--- src/rtl/scad_pkg.sv ---
// Op codes, FSM states and the {M,S,CIN} control word shared by every slice of the SCAD ALU chain.
// encode_op maps an operation to that word; reserved codes fall back to PASSA.
package scad_pkg;

    typedef enum logic [3:0] {
        OP_ADD   = 4'd0,
        OP_SUB   = 4'd1,
        OP_INC   = 4'd2,
        OP_DEC   = 4'd3,
        OP_PASSA = 4'd4,
        OP_PASSB = 4'd5,
        OP_AND   = 4'd6,
        OP_OR    = 4'd7,
        OP_XOR   = 4'd8,
        OP_NOTA  = 4'd9,
        OP_ZERO  = 4'd10,
        OP_COUNT = 4'd11,
        OP_RSV12 = 4'd12,
        OP_RSV13 = 4'd13,
        OP_RSV14 = 4'd14,
        OP_RSV15 = 4'd15
    } alu_op_t;

    typedef enum logic [1:0] {
        ST_IDLE,
        ST_EXEC,
        ST_COUNT,
        ST_DONE
    } state_t;

    typedef struct packed {
        logic       m;
        logic [0:3] s;
        logic       cin;
    } alu_ctl_t;

    // Logic-mode ops drive CIN low since the slice ignores it there.
    function automatic alu_ctl_t encode_op(input alu_op_t op);
        alu_ctl_t c;
        c = '{m: 1'b1, s: 4'b1111, cin: 1'b0};
        case (op)
            OP_ADD:   c = '{m: 1'b0, s: 4'b0110, cin: 1'b0};
            OP_SUB:   c = '{m: 1'b0, s: 4'b1001, cin: 1'b1};
            OP_INC:   c = '{m: 1'b0, s: 4'b0000, cin: 1'b1};
            OP_DEC:   c = '{m: 1'b0, s: 4'b1111, cin: 1'b0};
            OP_COUNT: c = '{m: 1'b0, s: 4'b1111, cin: 1'b0};
            OP_PASSA: c = '{m: 1'b1, s: 4'b1111, cin: 1'b0};
            OP_PASSB: c = '{m: 1'b1, s: 4'b1010, cin: 1'b0};
            OP_AND:   c = '{m: 1'b1, s: 4'b1110, cin: 1'b0};
            OP_OR:    c = '{m: 1'b1, s: 4'b1011, cin: 1'b0};
            OP_XOR:   c = '{m: 1'b1, s: 4'b1001, cin: 1'b0};
            OP_NOTA:  c = '{m: 1'b1, s: 4'b0000, cin: 1'b0};
            OP_ZERO:  c = '{m: 1'b1, s: 4'b1100, cin: 1'b0};
            default:  c = '{m: 1'b1, s: 4'b1111, cin: 1'b0};
        endcase
        return c;
    endfunction

endpackage

--- src/rtl/mc10181.sv ---
// Behavioural MC10181 4-bit ALU slice, big-endian (bit 0 = MSB); purely combinational.
// Arithmetic mode computes A + Y + CIN, with S[0]/S[1] selecting ~B/B terms of Y.
module mc10181 (
    input  logic [0:3] a,
    input  logic [0:3] b,
    input  logic [0:3] s,
    input  logic       m,
    input  logic       cin,
    output logic [0:3] f,
    output logic       cout
);

    logic [0:3] y;
    logic [4:0] sum;

    always_comb begin
        y    = (b & {4{s[1]}}) | (~b & {4{s[0]}});
        sum  = {1'b0, a} + {1'b0, y} + {4'b0000, cin};
        f    = sum[3:0];
        cout = sum[4];
        if (m) begin
            cout = 1'b0;
            case (s)
                4'b0000: f = ~a;
                4'b0001: f = ~(a & b);
                4'b0010: f = a | ~b;
                4'b0011: f = 4'b1111;
                4'b0100: f = ~(a | b);
                4'b0101: f = ~b;
                4'b0110: f = ~(a ^ b);
                4'b0111: f = ~a | b;
                4'b1000: f = ~a & b;
                4'b1001: f = a ^ b;
                4'b1010: f = b;
                4'b1011: f = a | b;
                4'b1100: f = 4'b0000;
                4'b1101: f = a & ~b;
                4'b1110: f = a & b;
                default: f = a;
            endcase
        end
    end

endmodule

--- src/rtl/scad_alu_ctl.sv ---
// SCAD ALU controller: encodes ops onto a 3-slice mc10181 chain, registers results, runs COUNT loop.
// Result 2 clk after accept (COUNT: 2 + decrements); req_ready high only in IDLE.
module scad_alu_ctl
    import scad_pkg::*;
#(
    parameter int W      = 10,
    parameter int MAXCNT = 1023
) (
    input  logic         clk,
    input  logic         reset,
    input  logic         req_valid,
    output logic         req_ready,
    input  logic [3:0]   req_op,
    input  logic [0:W-1] req_a,
    input  logic [0:W-1] req_b,
    output logic         res_valid,
    output logic [0:W-1] res_f,
    output logic         res_sign,
    output logic         res_cout,
    output logic         res_err,
    output logic         step
);

    localparam int CW = $clog2(MAXCNT + 1);

    state_t        state;
    logic [3:0]    op_q;
    logic [0:W-1]  a_q;
    logic [0:W-1]  b_q;
    logic [CW-1:0] iter_q;

    alu_ctl_t     ctl;
    logic [0:3]   lo_a, lo_b, mi_a, mi_b, hi_a, hi_b;
    logic [0:3]   lo_f, mi_f, hi_f;
    logic         lo_co, mi_co, hi_co;
    logic [0:W-1] alu_f;
    logic         alu_sign;
    logic         alu_cout;
    logic         rsv_op;

    assign req_ready = (state == ST_IDLE);
    assign rsv_op    = (op_q[3:2] == 2'b11);

    // The top slice carries {0, A0, A0, A1}: bit 1 is the true sign and bit 0 sees
    // the W-bit carry when Y's leading bit is 0, otherwise that carry shows on COUT.
    always_comb begin
        ctl      = encode_op((state == ST_COUNT) ? OP_DEC : alu_op_t'(op_q));
        lo_a     = a_q[6:9];
        lo_b     = b_q[6:9];
        mi_a     = a_q[2:5];
        mi_b     = b_q[2:5];
        hi_a     = {1'b0, a_q[0], a_q[0], a_q[1]};
        hi_b     = {1'b0, b_q[0], b_q[0], b_q[1]};
        alu_f    = {hi_f[2:3], mi_f, lo_f};
        alu_sign = hi_f[1];
        alu_cout = ~ctl.m & (ctl.s[0] ? hi_co : hi_f[0]);
    end

    mc10181 u_lo (
        .a    (lo_a),
        .b    (lo_b),
        .s    (ctl.s),
        .m    (ctl.m),
        .cin  (ctl.cin),
        .f    (lo_f),
        .cout (lo_co)
    );

    mc10181 u_mid (
        .a    (mi_a),
        .b    (mi_b),
        .s    (ctl.s),
        .m    (ctl.m),
        .cin  (lo_co),
        .f    (mi_f),
        .cout (mi_co)
    );

    mc10181 u_top (
        .a    (hi_a),
        .b    (hi_b),
        .s    (ctl.s),
        .m    (ctl.m),
        .cin  (mi_co),
        .f    (hi_f),
        .cout (hi_co)
    );

    always_ff @(posedge clk or posedge reset) begin
        if (reset) begin
            state     <= ST_IDLE;
            op_q      <= 4'd0;
            a_q       <= '0;
            b_q       <= '0;
            iter_q    <= '0;
            res_valid <= 1'b0;
            res_f     <= '0;
            res_sign  <= 1'b0;
            res_cout  <= 1'b0;
            res_err   <= 1'b0;
            step      <= 1'b0;
        end else begin
            res_valid <= 1'b0;
            step      <= 1'b0;
            case (state)
                ST_IDLE: begin
                    if (req_valid) begin
                        op_q    <= req_op;
                        a_q     <= req_a;
                        b_q     <= req_b;
                        iter_q  <= '0;
                        res_err <= 1'b0;
                        state   <= (req_op == OP_COUNT) ? ST_COUNT : ST_EXEC;
                    end
                end
                ST_EXEC: begin
                    res_f     <= alu_f;
                    res_sign  <= alu_sign;
                    res_cout  <= alu_cout;
                    res_err   <= rsv_op;
                    res_valid <= 1'b1;
                    state     <= ST_DONE;
                end
                ST_COUNT: begin
                    if (a_q[0]) begin
                        res_f     <= a_q;
                        res_sign  <= 1'b1;
                        res_cout  <= 1'b0;
                        res_valid <= 1'b1;
                        state     <= ST_DONE;
                    end else begin
                        a_q    <= alu_f;
                        step   <= 1'b1;
                        iter_q <= iter_q + 1'b1;
                        // Safety stop: report whatever the count reached.
                        if (iter_q == CW'(MAXCNT - 1)) begin
                            res_f     <= alu_f;
                            res_sign  <= alu_sign;
                            res_cout  <= 1'b0;
                            res_err   <= 1'b1;
                            res_valid <= 1'b1;
                            state     <= ST_DONE;
                        end
                    end
                end
                ST_DONE: state <= ST_IDLE;
                default: state <= ST_IDLE;
            endcase
        end
    end

endmodule

--- config.mk ---
export PLATFORM = sky130hd
export DESIGN_NAME = scad_alu_ctl
export DESIGN_NICKNAME = d
export VERILOG_FILES = /design/src/rtl/scad_pkg.sv /design/src/rtl/mc10181.sv /design/src/rtl/scad_alu_ctl.sv
export SDC_FILE = /design/constraint.sdc
export NUM_CORES = 1
export LEC_CHECK = 0
export CAP_MARGIN = 20
export CORE_MARGIN = 2
export CORE_UTILIZATION = 54
export CTS_CLUSTER_SIZE = 14
export DETAILED_ROUTE_END_ITERATION = 6
export PLACE_DENSITY = 0.78
export SLEW_MARGIN = 30
export SYNTH_ARGS = -nofsm -noshare
export SYNTH_HDL_FRONTEND = slang
export SYNTH_SLANG_ARGS = --single-unit
--- constraint.sdc ---
create_clock -name clk -period 5.4 [get_ports clk]
set_input_delay 0.54 -clock clk [delete_from_list [all_inputs] [get_ports clk]]
set_output_delay 0.54 -clock clk [all_outputs]
set_load 0.05 [all_outputs]
== Yosys cells after proc, flatten, opt, wreduce, memory -nomap -nowiden ==
Memories as Yosys holds them, arrays and structs flattened.
Index checks and enable logic that the tools add are counted.
Cells by class
  add/sub/neg operators: 7
  bitwise logic cells: 47
  order comparisons: 0
  equality and inequality tests: 24
  div/mod/pow operators: 0
  reduce and logical (&&, ||, !) cells: 11
  multiply operators: 0
  shift-type cells: 0
  multiplexer cells: 40
Operators with widths (count)
  $pmux W4 S15: 3
  $mux W10: 6
  $pmux W10 S2: 3
  $not A4 Y4: 13
  $and A4 B4 Y4: 11
  $or A4 B4 Y4: 9
  $eq A4 B4 Y1 const B: 8
  $eq A4 B3 Y1 const B: 4
  $mux W4: 4
  $add A5 B1 Y5: 3
  $mux W1: 15
  $add A10 B1 Y10 const B: 1
  $add A4 B4 Y5: 2
  $eq A10 B10 Y1 const B: 1
  $and A3 B4 Y4: 2
  $eq A4 B2 Y1 const B: 2
  $mux W2: 4
  $not A3 Y4: 2
  $pmux W2 S4: 1
  $reduce_and A2 Y1: 4
  $xor A4 B4 Y4: 2
  $eq A2 B2 Y1 const B: 3
  $pmux W1 S2: 3
  $add A3 B4 Y5: 1
  20 further kinds: 22
Storage, ports and cells
  flip-flop bits (word level): 51
  logic and storage cells: 142
  memory bits (writable): 0
  ROM bits: 96
  memories kept: 1
  output and inout port bits: 16
  bits in latches: 0
  input bits: 27
Memory list
  (no name shown): depth 16, width 6, read ports 1, clocked after memory_dff 0, write ports 0, line scad_pkg.sv:41  | case (op)

== Depth between registers and ports, before layout ==
An unclocked memory read counts as a cell.
  depth in word-level cells: 15
  depth in mapped cells: 30
  mapped depth without buffers: 26

== Cells and area by module ==
A second synthesis with hierarchy kept.
Second synthesis, totals
  cell total of the unflattened synthesis: 671
  area total of the unflattened synthesis: 5977.0 µm²
Modules (own cells, without submodules)
  scad_alu_ctl: cells each 244, seq. area each 1276.2 µm², area each 2802.7 µm², instances 1
  mc10181 at u_lo: cells each 146, seq. area each 0.0 µm², area each 1103.6 µm², instances 1
  mc10181 at u_top: cells each 138, seq. area each 0.0 µm², area each 1056.0 µm², instances 1
  mc10181 at u_mid: cells each 143, seq. area each 0.0 µm², area each 1014.7 µm², instances 1

== Worst setup path after synthesis ==
Ideal clock, no wire load.
  path type: reg2reg
  from: register state[0]
  to: register a_q[0] in the netlist's numbering
  buffers on the path: 4
  arrival time: 5.781 ns
  setup time: 0.077 ns
  required time: 5.323 ns
  period minus slack after synthesis: 5.859 ns
  path slack: -0.459 ns
  cell stages (with the launch flop): 31
  cells stage by stage: dfrtp_1 inv_1 ha_1 buf_2 clkbuf_1 or2_2 ha_1 nand2b_1 o21a_1 nand2_1 clkbuf_1 buf_1 a21oi_1 fa_1 inv_1 fa_1 nor2b_1 o21ai_0 a21oi_1 fa_1 inv_1 fa_1 nor2b_1 o21ai_0 a21oi_1 fa_1 inv_1 fa_1 a21oi_1 nor2_1 a21oi_1
Between the ends
  longest elaborated chain between the ends: 14
  elaborated cells on any way between the ends: 43
  those cells by class: add/sub: 6; eq/ne: 16; mux: 7; bitwise: 9; reduce/logical: 4; memory: 1
Ends and longest elaborated chain
  from (decl): line scad_alu_ctl.sv:26  | state_t state;
  from (signal assigned): line scad_alu_ctl.sv:113  | state <= (req_op == OP_COUNT) ? ST_COUNT : ST_EXEC;
  $eq A2 B2 Y1: line scad_alu_ctl.sv:47, scad_alu_ctl.sv:105
  $mux W4: line scad_alu_ctl.sv:47  | ctl = encode_op((state == ST_COUNT) ? OP_DEC : alu_op_t'(op_q));
  $mem_v2 Z16 W6
  $and A4 B4 Y4: line mc10181.sv:17  | y = (b & {4{s[1]}}) | (~b & {4{s[0]}});
  $or A4 B4 Y4: line mc10181.sv:17
  $add A4 B4 Y5: line mc10181.sv:18  | sum = {1'b0, a} + {1'b0, y} + {4'b0000, cin};
  $add A5 B1 Y5: line mc10181.sv:18
  $mux W1: line mc10181.sv:21  | if (m) begin
  $add A5 B1 Y5: line mc10181.sv:18
  $mux W1: line mc10181.sv:21
  $add A5 B1 Y5: line mc10181.sv:18
  $mux W4: line mc10181.sv:21
  $mux W10: line scad_alu_ctl.sv:125  | if (a_q[0]) begin
  $pmux W10 S2: line scad_alu_ctl.sv:105  | case (state)
  to (signal assigned): line scad_alu_ctl.sv:109  | a_q <= req_a;
  to (signal assigned): line scad_alu_ctl.sv:132  | a_q <= alu_f;
  to (decl): line scad_alu_ctl.sv:28  | logic [0:W-1] a_q;
Several ways; a longest one is shown, not always the timed one. The select of a mux whose other input is x is not followed.
A chain may end at the register's enable or synchronous reset.

== Worst setup path after layout ==
Ends and elaborated chain as after synthesis.

==> out/results.tsv <==
stage	metric	value	unit
job	maxCapViolations	0	
clocking	cts_tree	built	
die	dieArea	9980	um^2
clocking	clock_latency	0.32	ns
drt	ant_nets	0	
drt	drc_errors	0	
finish	drive_gt1_share	10.6	%
drt	totalWireLength	16100	um
worst_setup_path	slowest_delay	0.46	ns
logic_synthesis	synth_ff_type	dfrtp_1	
grt	grt_overflow	0	
timing	fin_crit	5.10	ns
finish	layout_commonest_cell	nor2_1	
grt	grt_pass1_vias	4778	
timing	fin_crit_sh	94.4	%
logic_synthesis	avgSynthCellArea	8.26	um^2
logic_synthesis	ys_warn_count	0	
clocking	cts_inserted_buffers	5	
logic_synthesis	synth-seq-cells	51	
timing	worst_clock_skew	0.0128	ns
worst_setup_path	slowest_stage	fa_1	
logic_synthesis	syn_area	4960	um^2
timing	tightest_slew	0.862	ns
worst_setup_path	start_kind	register	
drt	avgViaCountPerCell	6.70	
die	die_x	99.9	um
logic_synthesis	synth_top_family_by_area	compound AO/OA/AOI/OAI gates	
clocking	cts-root-buf	clkbuf_8	
drt	drt_iter0_markers	556	
grt	grt_pass1_wl	25300	um
logic_synthesis	synthAdderAreaFrac	16.9	%
finish	num_antenna_cells	0	
clocking	clock_path_buffers	2	
die	start_util	56.4	%
timing	slew_violations	0	
finish	utilization	64.8	%
finish	num-fill-cells	743	
timing	relSlewSlack	42.3	%
die	die_h	99.9	um
worst_setup_path	worstPathMaxFanout	6	
worst_setup_path	path_class	register to register	
logic_synthesis	ys_types	67	
die	ios	43	
drt	wl_per_cell	21.5	um
worst_hold_path	holdCritPathClass	register to register	
finish	fin_nets	729	
clocking	clk_pin_slew	0.11	ns
logic_synthesis	syn-instance-count	601	
grt	grt_max_degree	52	
clocking	htree_levels	2	
drt	via_count	5015	
logic_synthesis	synth_compound_area_share	28.5	%
worst_setup_path	critPathRequiredTime	5.65	ns
timing	setup_viol	0	
worst_setup_path	critPathArrivalTime	5.35	ns
clocking	hold_buffers	0	
clocking	cts_sinks	51	
finish	final_cell_mix	nor2_1, a21oi_1, ha_1, dfrtp_1, clkdlybuf4s50_1	
logic_synthesis	seq_area_frac_synth	25.7	%
logic_synthesis	synth-edff-count	0	
grt	grt.total_usage	32.3	%
timing	hold_viol_final	0	
logic_synthesis	muxShareOfSynthArea	3.81	%
outcome	status	finished clean	
place	gp_congestion	1.01	
place	port_buffers	42	
timing	max_freq	196	MHz
logic_synthesis	synth_xor_area_share	1.94	%
logic_synthesis	yosys.area_share.simple	17.0	%
die	core.rowCount	34	
grt	antenna_found_initial	0	
finish	syn2layout_area_growth	15.0	%
drt	first_pass_iters	5	
die	core-area	8810	um^2
place	place_hpwl	11300	um
worst_setup_path	setup.worst_path.end_class	register	
logic_synthesis	syn-num-nets	691	
logic_synthesis	synthArstFlopShare	100	%
sequential cells by signal, summed over array words and instances, names as in the netlist:
name       flops
res_f         10
a_q           10
iter_q        10
res_valid      1
state          2
op_q           4
res_cout       1
step           1
res_sign       1
res_err        1
b_q           10
metrics by stage:
| step | std cells | TNS (ns) | cell area [um^2] | hold WS, ns | setup WS, ns |
|---|---|---|---|---|---|
| floorplan | 601 | 0 | 5000 | 0.505 | 0.0580 |
| global placement | 734 | 0 | 5530 | 0.487 | 0.364 |
| detailed placement | 734 | 0 | 5530 | 0.506 | 0.0916 |
| CTS | 742 | 0 | 5620 | 0.538 | 0.0810 |
| global route | 748 | -0.00331 | 5710 | 0.562 | -0.00331 |
| finish | 748 | 0 | 5710 | 0.531 | 0.303 |
final timing paths:
check | start | to | slack (ns) | depth (start not counted)
worst min-delay path | res_f[7] | res_f[7] | 0.53 | 2
max in group asynchronous | reset | a_q[2] | 4.30 | 2
worst max-delay path | state[0] | a_q[0] | 0.30 | 26
worst min register to register | res_f[7] | res_f[7] | 0.53 | 2
worst max register to register | state[0] | a_q[0] | 0.30 | 26
min in group asynchronous | reset | a_q[5] | 0.65 | 2
kinds of logic after synthesis:
logic type | count (synthesis)
AOI/OAI and AO/OA | 211
xor gates and xnor gates | 11
adders and majority gates | 63
buffers and inverters | 75
DFF | 51
muxes | 17
and+or+nand+nor | 173
synth_stat cells, types with 5 or more instances:
library cell,n,area [um^2]
a21o_1,7,52.6
fa_1,7,140
ha_1,56,701
a221oi_1,9,78.8
nor3_1,5,25.0
a211oi_1,6,45.0
a31oi_1,10,62.6
nand2b_1,6,37.5
inv_1,40,150
o22ai_1,9,56.3
and3_1,10,62.6
o31ai_1,5,37.5
o21a_1,5,37.5
o21ai_0,36,180
dfrtp_1,51,1280
mux2_2,15,169
nand2_1,35,131
or3_1,5,31.3
nor2_1,66,248
a22oi_1,17,128
buf_2,6,30.0
o221ai_1,12,105
nor4_1,6,37.5
clkbuf_1,22,82.6
nand3_1,13,65.1
a21oi_1,56,280
xor2_1,8,70.1
worst max-delay path: cells and delay by family (launching register included):
| family | cells | cell delay, ns |
|---|---|---|
| AOI/OAI and AO/OA | 8 | 1.18 |
| adders and majority gates | 8 | 2.43 |
| DFF | 1 | 0.39 |
| and+or+nand+nor | 6 | 0.79 |
| buffers and inverters | 4 | 0.25 |
cell type report:
| cell class | count | area (um^2) | area share (%) |
|---|---|---|---|
| clock buffer | 6 | 72.6 | 1.27 |
| tap | 108 | 135 | 2.37 |
| multi-input combinational | 475 | 3450 | 60.5 |
| clock inverter | 2 | 16.3 | 0.285 |
| timing repair buffer | 65 | 598 | 10.5 |
| inverter | 41 | 156 | 2.74 |
| sequential | 51 | 1280 | 22.4 |
per-layer routing:
| metal | up-vias | global-route usage [%] | share of wire, % |
|---|---|---|---|
| li1 | 2289 | - | - |
| met1 | 2390 | 46.2 | 43 |
| met2 | 296 | 50.2 | 45 |
| met3 | 40 | 5.85 | 9.5 |
| met4 | 0 | 9.59 | 2.8 |
| met5 | - | 0 | 0 |
repair_timing:
| item | 4_1_cts | 5_1_grt |
|---|---|---|
| buffers inserted | 0 | 6 |
| setup endpoints to repair | 0 | 6 |
| resized for setup | 0 | 9 |
Power is not shown: default switching activity piles up to over one toggle a cycle in this logic, so the estimate is an artifact.
